--- config.mk ---
export PLATFORM = sky130hd
export DESIGN_NAME = uart_rx
export DESIGN_NICKNAME = d
export VERILOG_FILES = /design/src/rtl/uart_rx.sv
export SDC_FILE = /design/constraint.sdc
export NUM_CORES = 1
export LEC_CHECK = 0
export CORE_MARGIN = 5
export CORE_UTILIZATION = 45
export DETAILED_ROUTE_END_ITERATION = 10
export PLACE_DENSITY = 0.74
export SLEW_MARGIN = 20
export SYNTH_ARGS = -nofsm -noshare
export SYNTH_HDL_FRONTEND = slang
export SYNTH_SLANG_ARGS = --single-unit
--- constraint.sdc ---
create_clock -name clk32 -period 2.6 [get_ports clk32]
set_input_delay 0.52 -clock clk32 [delete_from_list [all_inputs] [get_ports clk32]]
set_output_delay 0.52 -clock clk32 [all_outputs]
set_load 0.05 [all_outputs]
--- src/rtl/uart_rx.sv ---
// uart_rx: 8N1 serial receiver with 2x-synchronised input and mid-bit sampling.
//
// Ports:
//   clk32          in   1  system clock; all logic on its rising edge
//   reset          in   1  synchronous, active-high
//   rx             in   1  asynchronous serial line, idle high, LSB first
//   rxdata         out  8  last correctly framed byte, held until the next good frame
//   rx_enable      out  1  one-cycle pulse, rxdata newly updated in the same cycle
//   framing_error  out  1  one-cycle pulse when the stop bit is sampled low
//   busy           out  1  high whenever the receiver is not idle
module uart_rx #(
  parameter int CLKS_PER_BIT = 16
) (
  input  logic       clk32,
  input  logic       reset,
  input  logic       rx,
  output logic [7:0] rxdata,
  output logic       rx_enable,
  output logic       framing_error,
  output logic       busy
);

  localparam int CW = $clog2(CLKS_PER_BIT);
  localparam logic [CW-1:0] HALF_M1 = CW'(CLKS_PER_BIT / 2 - 1);
  localparam logic [CW-1:0] BIT_M1  = CW'(CLKS_PER_BIT - 1);
  localparam logic [CW-1:0] CNT_ONE = CW'(1);

  typedef enum logic [2:0] {
    IDLE,
    START,
    DATA,
    STOP,
    WAIT_IDLE
  } state_t;

  logic          r_sync1;
  logic          r_rx_s;
  state_t        r_state;
  logic [CW-1:0] r_cnt;
  logic [2:0]    r_idx;
  logic [7:0]    r_shift;
  logic [7:0]    r_rxdata;
  logic          r_rx_enable;
  logic          r_framing_error;
  logic          r_busy;

  // Input synchroniser: presets high so reset release never looks like a start bit.
  always_ff @(posedge clk32) begin
    if (reset) begin
      r_sync1 <= 1'b1;
      r_rx_s  <= 1'b1;
    end else begin
      r_sync1 <= rx;
      r_rx_s  <= r_sync1;
    end
  end

  // Receive FSM. r_cnt counts down to zero and is always explicitly reloaded,
  // so a sample happens on the cycle r_cnt is zero. Loading HALF_M1 on the
  // detecting edge puts the start sample CLKS_PER_BIT/2 cycles later.
  always_ff @(posedge clk32) begin
    if (reset) begin
      r_state         <= IDLE;
      r_cnt           <= '0;
      r_idx           <= '0;
      r_shift         <= '0;
      r_rxdata        <= '0;
      r_rx_enable     <= 1'b0;
      r_framing_error <= 1'b0;
      r_busy          <= 1'b0;
    end else begin
      r_rx_enable     <= 1'b0;
      r_framing_error <= 1'b0;
      case (r_state)
        IDLE: begin
          if (!r_rx_s) begin
            r_state <= START;
            r_cnt   <= HALF_M1;
            r_busy  <= 1'b1;
          end
        end
        START: begin
          if (r_cnt != '0) begin
            r_cnt <= r_cnt - CNT_ONE;
          end else if (r_rx_s) begin
            // Line back high at mid start bit: treat as a glitch.
            r_state <= IDLE;
            r_busy  <= 1'b0;
          end else begin
            r_state <= DATA;
            r_cnt   <= BIT_M1;
            r_idx   <= '0;
          end
        end
        DATA: begin
          if (r_cnt != '0) begin
            r_cnt <= r_cnt - CNT_ONE;
          end else begin
            r_shift <= {r_rx_s, r_shift[7:1]};
            r_cnt   <= BIT_M1;
            if (r_idx == 3'd7) begin
              r_state <= STOP;
            end else begin
              r_idx <= r_idx + 3'd1;
            end
          end
        end
        STOP: begin
          if (r_cnt != '0) begin
            r_cnt <= r_cnt - CNT_ONE;
          end else if (r_rx_s) begin
            // Returning to IDLE here lets a start bit that follows
            // immediately be caught on the very next edge.
            r_rxdata    <= r_shift;
            r_rx_enable <= 1'b1;
            r_state     <= IDLE;
            r_busy      <= 1'b0;
          end else begin
            r_framing_error <= 1'b1;
            r_state         <= WAIT_IDLE;
          end
        end
        WAIT_IDLE: begin
          // A held-low line (break) parks here silently.
          if (r_rx_s) begin
            r_state <= IDLE;
            r_busy  <= 1'b0;
          end
        end
        default: begin
          r_state <= IDLE;
          r_busy  <= 1'b0;
        end
      endcase
    end
  end

  assign rxdata        = r_rxdata;
  assign rx_enable     = r_rx_enable;
  assign framing_error = r_framing_error;
  assign busy          = r_busy;

endmodule

* Word-level counts from Yosys, hierarchy flattened *
Index checks and enable logic that the tools add are counted.

word-level totals
  word-level logic and storage cells = 69
  flip-flop bits (word level) = 31
  output and inout port bits = 11

operators by class
  reduce and logical (&&, ||, !) cells = 12
  bitwise operators = 3
  add/subtract/negate cells = 2
  equality and inequality tests = 16
  multiplexer cells = 26

operators with widths
  cell                                               number
  2-to-1 mux 3 bit                                   11
  2-to-1 mux 4 bit                                   5
  inequality test 2 bit (second input constant)      10
  one-hot mux 4 bit (4 select lines)                 1
  one-hot mux 3 bit (5 select lines)                 1
  nonzero test 4 bit                                 2
  == test 3 x 2 -> 1 bit (second input constant)     2
  == test 3 bit (second input constant)              2
  one-hot mux 3 bit (2 select lines)                 1
  AND reduction 3 bit                                2
  AND reduction 6 bit                                1
  2-to-1 mux 1 bit                                   5
  AND reduction 5 bit                                1
  one-hot mux 1 bit (4 select lines)                 1
  AND reduction 4 bit                                1
  subtractor 4 x 1 -> 4 bit (second input constant)  1
  adder 3 x 1 -> 3 bit (second input constant)       1
  == test 3 x 1 -> 1 bit (second input constant)     1
  logical NOT 3 bit                                  1
  inequality test 3 bit (second input constant)      1
  inverter 1 bit                                     3
  OR reduction 3 bit                                 1
  2-to-1 mux 2 bit                                   1
  AND reduction 2 bit                                1
  2 further kinds                                    2

* Longest topological paths before layout *
  word-level depth = 4
  mapped depth = 6
  gate-level depth less buffers = 5

* Worst setup path after synthesis *
No wires, ideal clock.

  path type = register to register
  from = register r_cnt[0]
  to = register r_rxdata[0], in the netlist rxdata[0]
  setup slack = 0.721 ns
  setup time = 0.072 ns
  cell stages (with the launch flop) = 7
  required time = 2.528 ns
  arrival time = 1.807 ns
  cell sequence = dfxtp_1 -> inv_1 -> ha_1 -> or4b_4 -> buf_6 -> nor3_4 -> mux2i_1

between the ends
  word-level cells in the longest chain between the ends = 3

RTL lines
  item                           RTL line  source
  start: declaration             39        logic [CW-1:0] r_cnt;
  start signal: assignment       84        r_cnt <= r_cnt - CNT_ONE;
  start signal: assignment       97        r_cnt <= r_cnt - CNT_ONE;
  start signal: assignment       110       r_cnt <= r_cnt - CNT_ONE;
  nonzero test 4 bit             109       if (r_cnt != '0) begin
  inverter 1 bit (no line)       n/a
  AND reduction 3 bit (no line)  n/a
  end signal: assignment         114       r_rxdata <= r_shift;
  end: declaration               42        logic [7:0] r_rxdata;

Every way passes these cells.
A chain may end at the register's enable or synchronous reset.

* Final worst setup path *
  from = register r_cnt[0]
  to = register r_rxdata[1], in the netlist rxdata[1]

Same word-level chain as after synthesis.

==> metrics.md <==
| Metric | Value |
|---|---|
| Time the worst path needs with I/O delays and setup | `~2.1 ns` |
| Input/output buffers | `13` |
| Register clock-pin slew on the reported worst setup and hold paths | `0.10 ns` |
| GRT Overall Usage | `between 15 and 20%` |
| DRC violation count after routing | `0` |
| Final estimated routing congestion in global placement | `~0.83` |
| Dominant cells by area after synthesis | `sky130_fd_sc_hd__dfxtp_1, sky130_fd_sc_hd__mux2i_1, sky130_fd_sc_hd__nand2_1` |
| GRT Residual Overflow | `0` |
| Clock Path Buffers | `2` |
| Half-perimeter wire length after detailed placement | `2150 µm` |
| Highest Clock Rate | `0.488 GHz` |
| Routed Wire Length | `~3000 µm` |
| Clock buffers created by TritonCTS | `5` |
| CTS Hold Bufs | `0` |
| Net count of the finished layout | `between 150 and 200` |
| Y dimension of the die | `about 67 µm` |
| Worst IR Drop VDD | `roughly 0.00034 V` |
| Multi-input logic area | `between 700 and 800 µm²` |
| Post-CTS Setup Bufs | `0` |
| Area growth from synthesis to layout | `13.4%` |
| Standard cell core area | `about 3100 µm²` |
| Crit end category | `register` |
| Final-report hold violation count | `0` |
| Setup violations, final | `0` |
| Worst min-delay path class | `register to register` |
| Via density per instance | `between 5 and 6` |
| Flip-flop cell with the highest count after synthesis | `sky130_fd_sc_hd__dfxtp_1` |
| Via count of the first global-routing pass | `about 1.2k` |
| Clock network latency to the later pin of the worst-skew pair | `0.34 ns` |
| Die Area | `4520 µm²` |
| Synth area leader | `sky130_fd_sc_hd__dfxtp_1` |
| CTS root buffer | `sky130_fd_sc_hd__clkbuf_4` |
| Ys Warns | `0` |
| Largest net degree at the start of global routing | `23` |
| Setup repair after global routing missed its margin | `no` |
| Antenna diodes | `0` |
| FFs w/ async S/R, synth | `0%` |
| FP Rows | `20` |
| Layout Skew | `0.00859 ns` |
| Setup TNS | `0 ns` |
| Worst path arrival time | `2.32 ns` |
| Data required time at the worst endpoint | `roughly 2.9 ns` |
| Die outline width | `67.3 µm` |
| Number of unique standard cell types used by synthesis | `42` |
| Worst setup path class | `register to register` |
| Power density over the cells | `approximately 560 nW/µm²` |
| Synth Area per Inst | `about 9.0 µm²` |
| EDFF count, synth | `0` |
| Total standard cell area after synthesis | `around 1500 µm²` |
| CTS tree | `built` |
| Boundary Pins | `14` |
| Post-Synthesis Net Count | `170` |
| Antenna-violating nets left | `0` |
| Post-cts resize count | `0` |
| Leakage power | `0.000572 µW` |
| Max-cap check violation count | `0` |
| Outcome | `completed` |
| Share of post-route cells with drive strength above 1 | `11.4%` |
| Fin crit share | `78.8%` |
| Post-synthesis cell count | `roughly 160` |
| Total number of H-tree levels | `2` |
| Pins over their slew limit | `0` |
| Initial antenna violation count | `0` |
| First-iteration detailed-routing DRC count | `71` |
| Total of flip-flops plus latches after synthesis | `31` |
| Critical path fanouts, max | `9` |
| Final core area utilization | `between 50% and 60%` |
| Reg area | `~620 µm²` |
| Number of detailed-routing iterations run before antenna repair | `4` |
| Tightest slew margin relative to the limit | `a little over three fifths` |
| DR WL/cell | `between 10 and 15 µm` |
| Sequential cell area fraction in the yosys report | `approximately 42%` |
| Vias | `around 1.2k` |
| Fill cells | `296` |
| Slew @ Worst Pin | `~0.56 ns` |
| Area fraction of the dominant cell type after synthesis | `between 40% and 50%` |
| Initial core utilization | `between 40% and 50%` |
| Global-route wire length before repair | `5250 µm` |
| Clock net sink count | `31` |
| Startpoint type of the worst setup path | `register` |
[area by class of cell]
| cell class | count | share of cell area, % |
|---|---|---|
| clock inverters | 1 | 0.449 |
| well taps | 44 | 3.29 |
| flip-flops and latches | 31 | 37.1 |
| clock buffers | 7 | 3.89 |
| repair buffers | 16 | 9.12 |
| multi-input cells | 114 | 44.6 |
| inverters | 7 | 1.57 |
[cells in the mapped netlist, types with 3 or more instances]
cell / instances
sky130_fd_sc_hd__dfxtp_1: 31
sky130_fd_sc_hd__nand2_1: 24
sky130_fd_sc_hd__mux2i_1: 13
sky130_fd_sc_hd__nand3_1: 11
sky130_fd_sc_hd__a21oi_1: 9
sky130_fd_sc_hd__o21ai_0: 8
sky130_fd_sc_hd__inv_1: 7
sky130_fd_sc_hd__nor2_1: 6
sky130_fd_sc_hd__clkbuf_1: 4
sky130_fd_sc_hd__nor3b_1: 4
sky130_fd_sc_hd__buf_6: 3
sky130_fd_sc_hd__ha_1: 3
sky130_fd_sc_hd__nand2b_1: 3
sky130_fd_sc_hd__nor2b_1: 3
sky130_fd_sc_hd__nor3_1: 3
[report_power, final]
group | switching (µW) | internal [µW] | total (µW)
combinational | 61.2 | 45.5 | 107
sequential | 15.1 | 483 | 498
clock | 166 | 158 | 324
total | 243 | 687 | 929
[cell usage in the layout, fill, tap and decap left out, types with 2 or more instances in the layout]
cell type / instances
sky130_fd_sc_hd__dfxtp_1: 31
sky130_fd_sc_hd__nand2_1: 24
sky130_fd_sc_hd__mux2i_1: 13
sky130_fd_sc_hd__clkdlybuf4s50_1: 13
sky130_fd_sc_hd__nand3_1: 11
sky130_fd_sc_hd__a21oi_1: 9
sky130_fd_sc_hd__o21ai_0: 8
sky130_fd_sc_hd__inv_1: 7
sky130_fd_sc_hd__nor2_1: 6
sky130_fd_sc_hd__clkbuf_4: 5
sky130_fd_sc_hd__nor3b_1: 4
sky130_fd_sc_hd__nand2b_1: 3
sky130_fd_sc_hd__nor2b_1: 3
sky130_fd_sc_hd__nor3_1: 3
sky130_fd_sc_hd__ha_1: 3
sky130_fd_sc_hd__buf_4: 3
sky130_fd_sc_hd__o41ai_1: 2
sky130_fd_sc_hd__nor4b_1: 2
sky130_fd_sc_hd__o31ai_1: 2
sky130_fd_sc_hd__or2_2: 2
sky130_fd_sc_hd__clkbuf_8: 2
[cells by family after synthesis]
logic type	Yosys count	share of synthesized area [%]
compound gates	31	13.1
simple gates	65	24.6
mux	14	9.58
flops	31	42.1
buf+inv	19	7.38
fa+ha+maj	4	3.22
[metrics by stage]
step,instances,setup WS [ns],hold slack [ns],total power (µW),cell area [µm²]
5_1_grt,220,0.384,0.454,974,1670
4_1_cts,220,0.543,0.425,936,1670
3_5_place_dp,212,0.570,0.400,614,1600
3_3_place_gp,212,0.657,0.391,609,1600
2_1_floorplan,164,0.721,0.389,598,1480
6_report,220,0.550,0.421,929,1670
[sequential cells by signal, indices dropped and copies added, names as in the netlist]
name / cells
rxdata: 8
r_idx: 3
r_shift: 8
busy: 1
r_state: 3
r_sync1: 1
rx_enable: 1
r_rx_s: 1
framing_error: 1
r_cnt: 4
[critical path, stage by stage (launching register included)]
cell and delay [ns]:
sky130_fd_sc_hd__dfxtp_1 0.36, sky130_fd_sc_hd__inv_1 0.07, sky130_fd_sc_hd__ha_1 0.27, sky130_fd_sc_hd__or4b_4 0.56, sky130_fd_sc_hd__nor3_4 0.47, sky130_fd_sc_hd__mux2i_1 0.25
[worst paths after layout]
check | from | to | slack [ns] | depth (start not counted)
worst max-delay path | r_cnt[0]$_SDFFE_PP0P_ | rxdata[1]$_SDFFE_PP0P_ | 0.55 | 5
worst min-delay path | r_sync1$_SDFF_PP1_ | r_rx_s$_SDFF_PP1_ | 0.42 | 1
worst max register to register | r_cnt[0]$_SDFFE_PP0P_ | rxdata[1]$_SDFFE_PP0P_ | 0.55 | 5
worst min register to register | r_sync1$_SDFF_PP1_ | r_rx_s$_SDFF_PP1_ | 0.42 | 1
[routing by layer]
metal	GRT usage, %	share of wire, %	vias to the layer above
li1	-	-	602
met1	18.7	44	562
met2	25.2	48	39
met3	5.49	6.5	5
met4	7.34	1.8	0
met5	0	0	-
No activity file was read; power rests on OpenSTA's default activity.
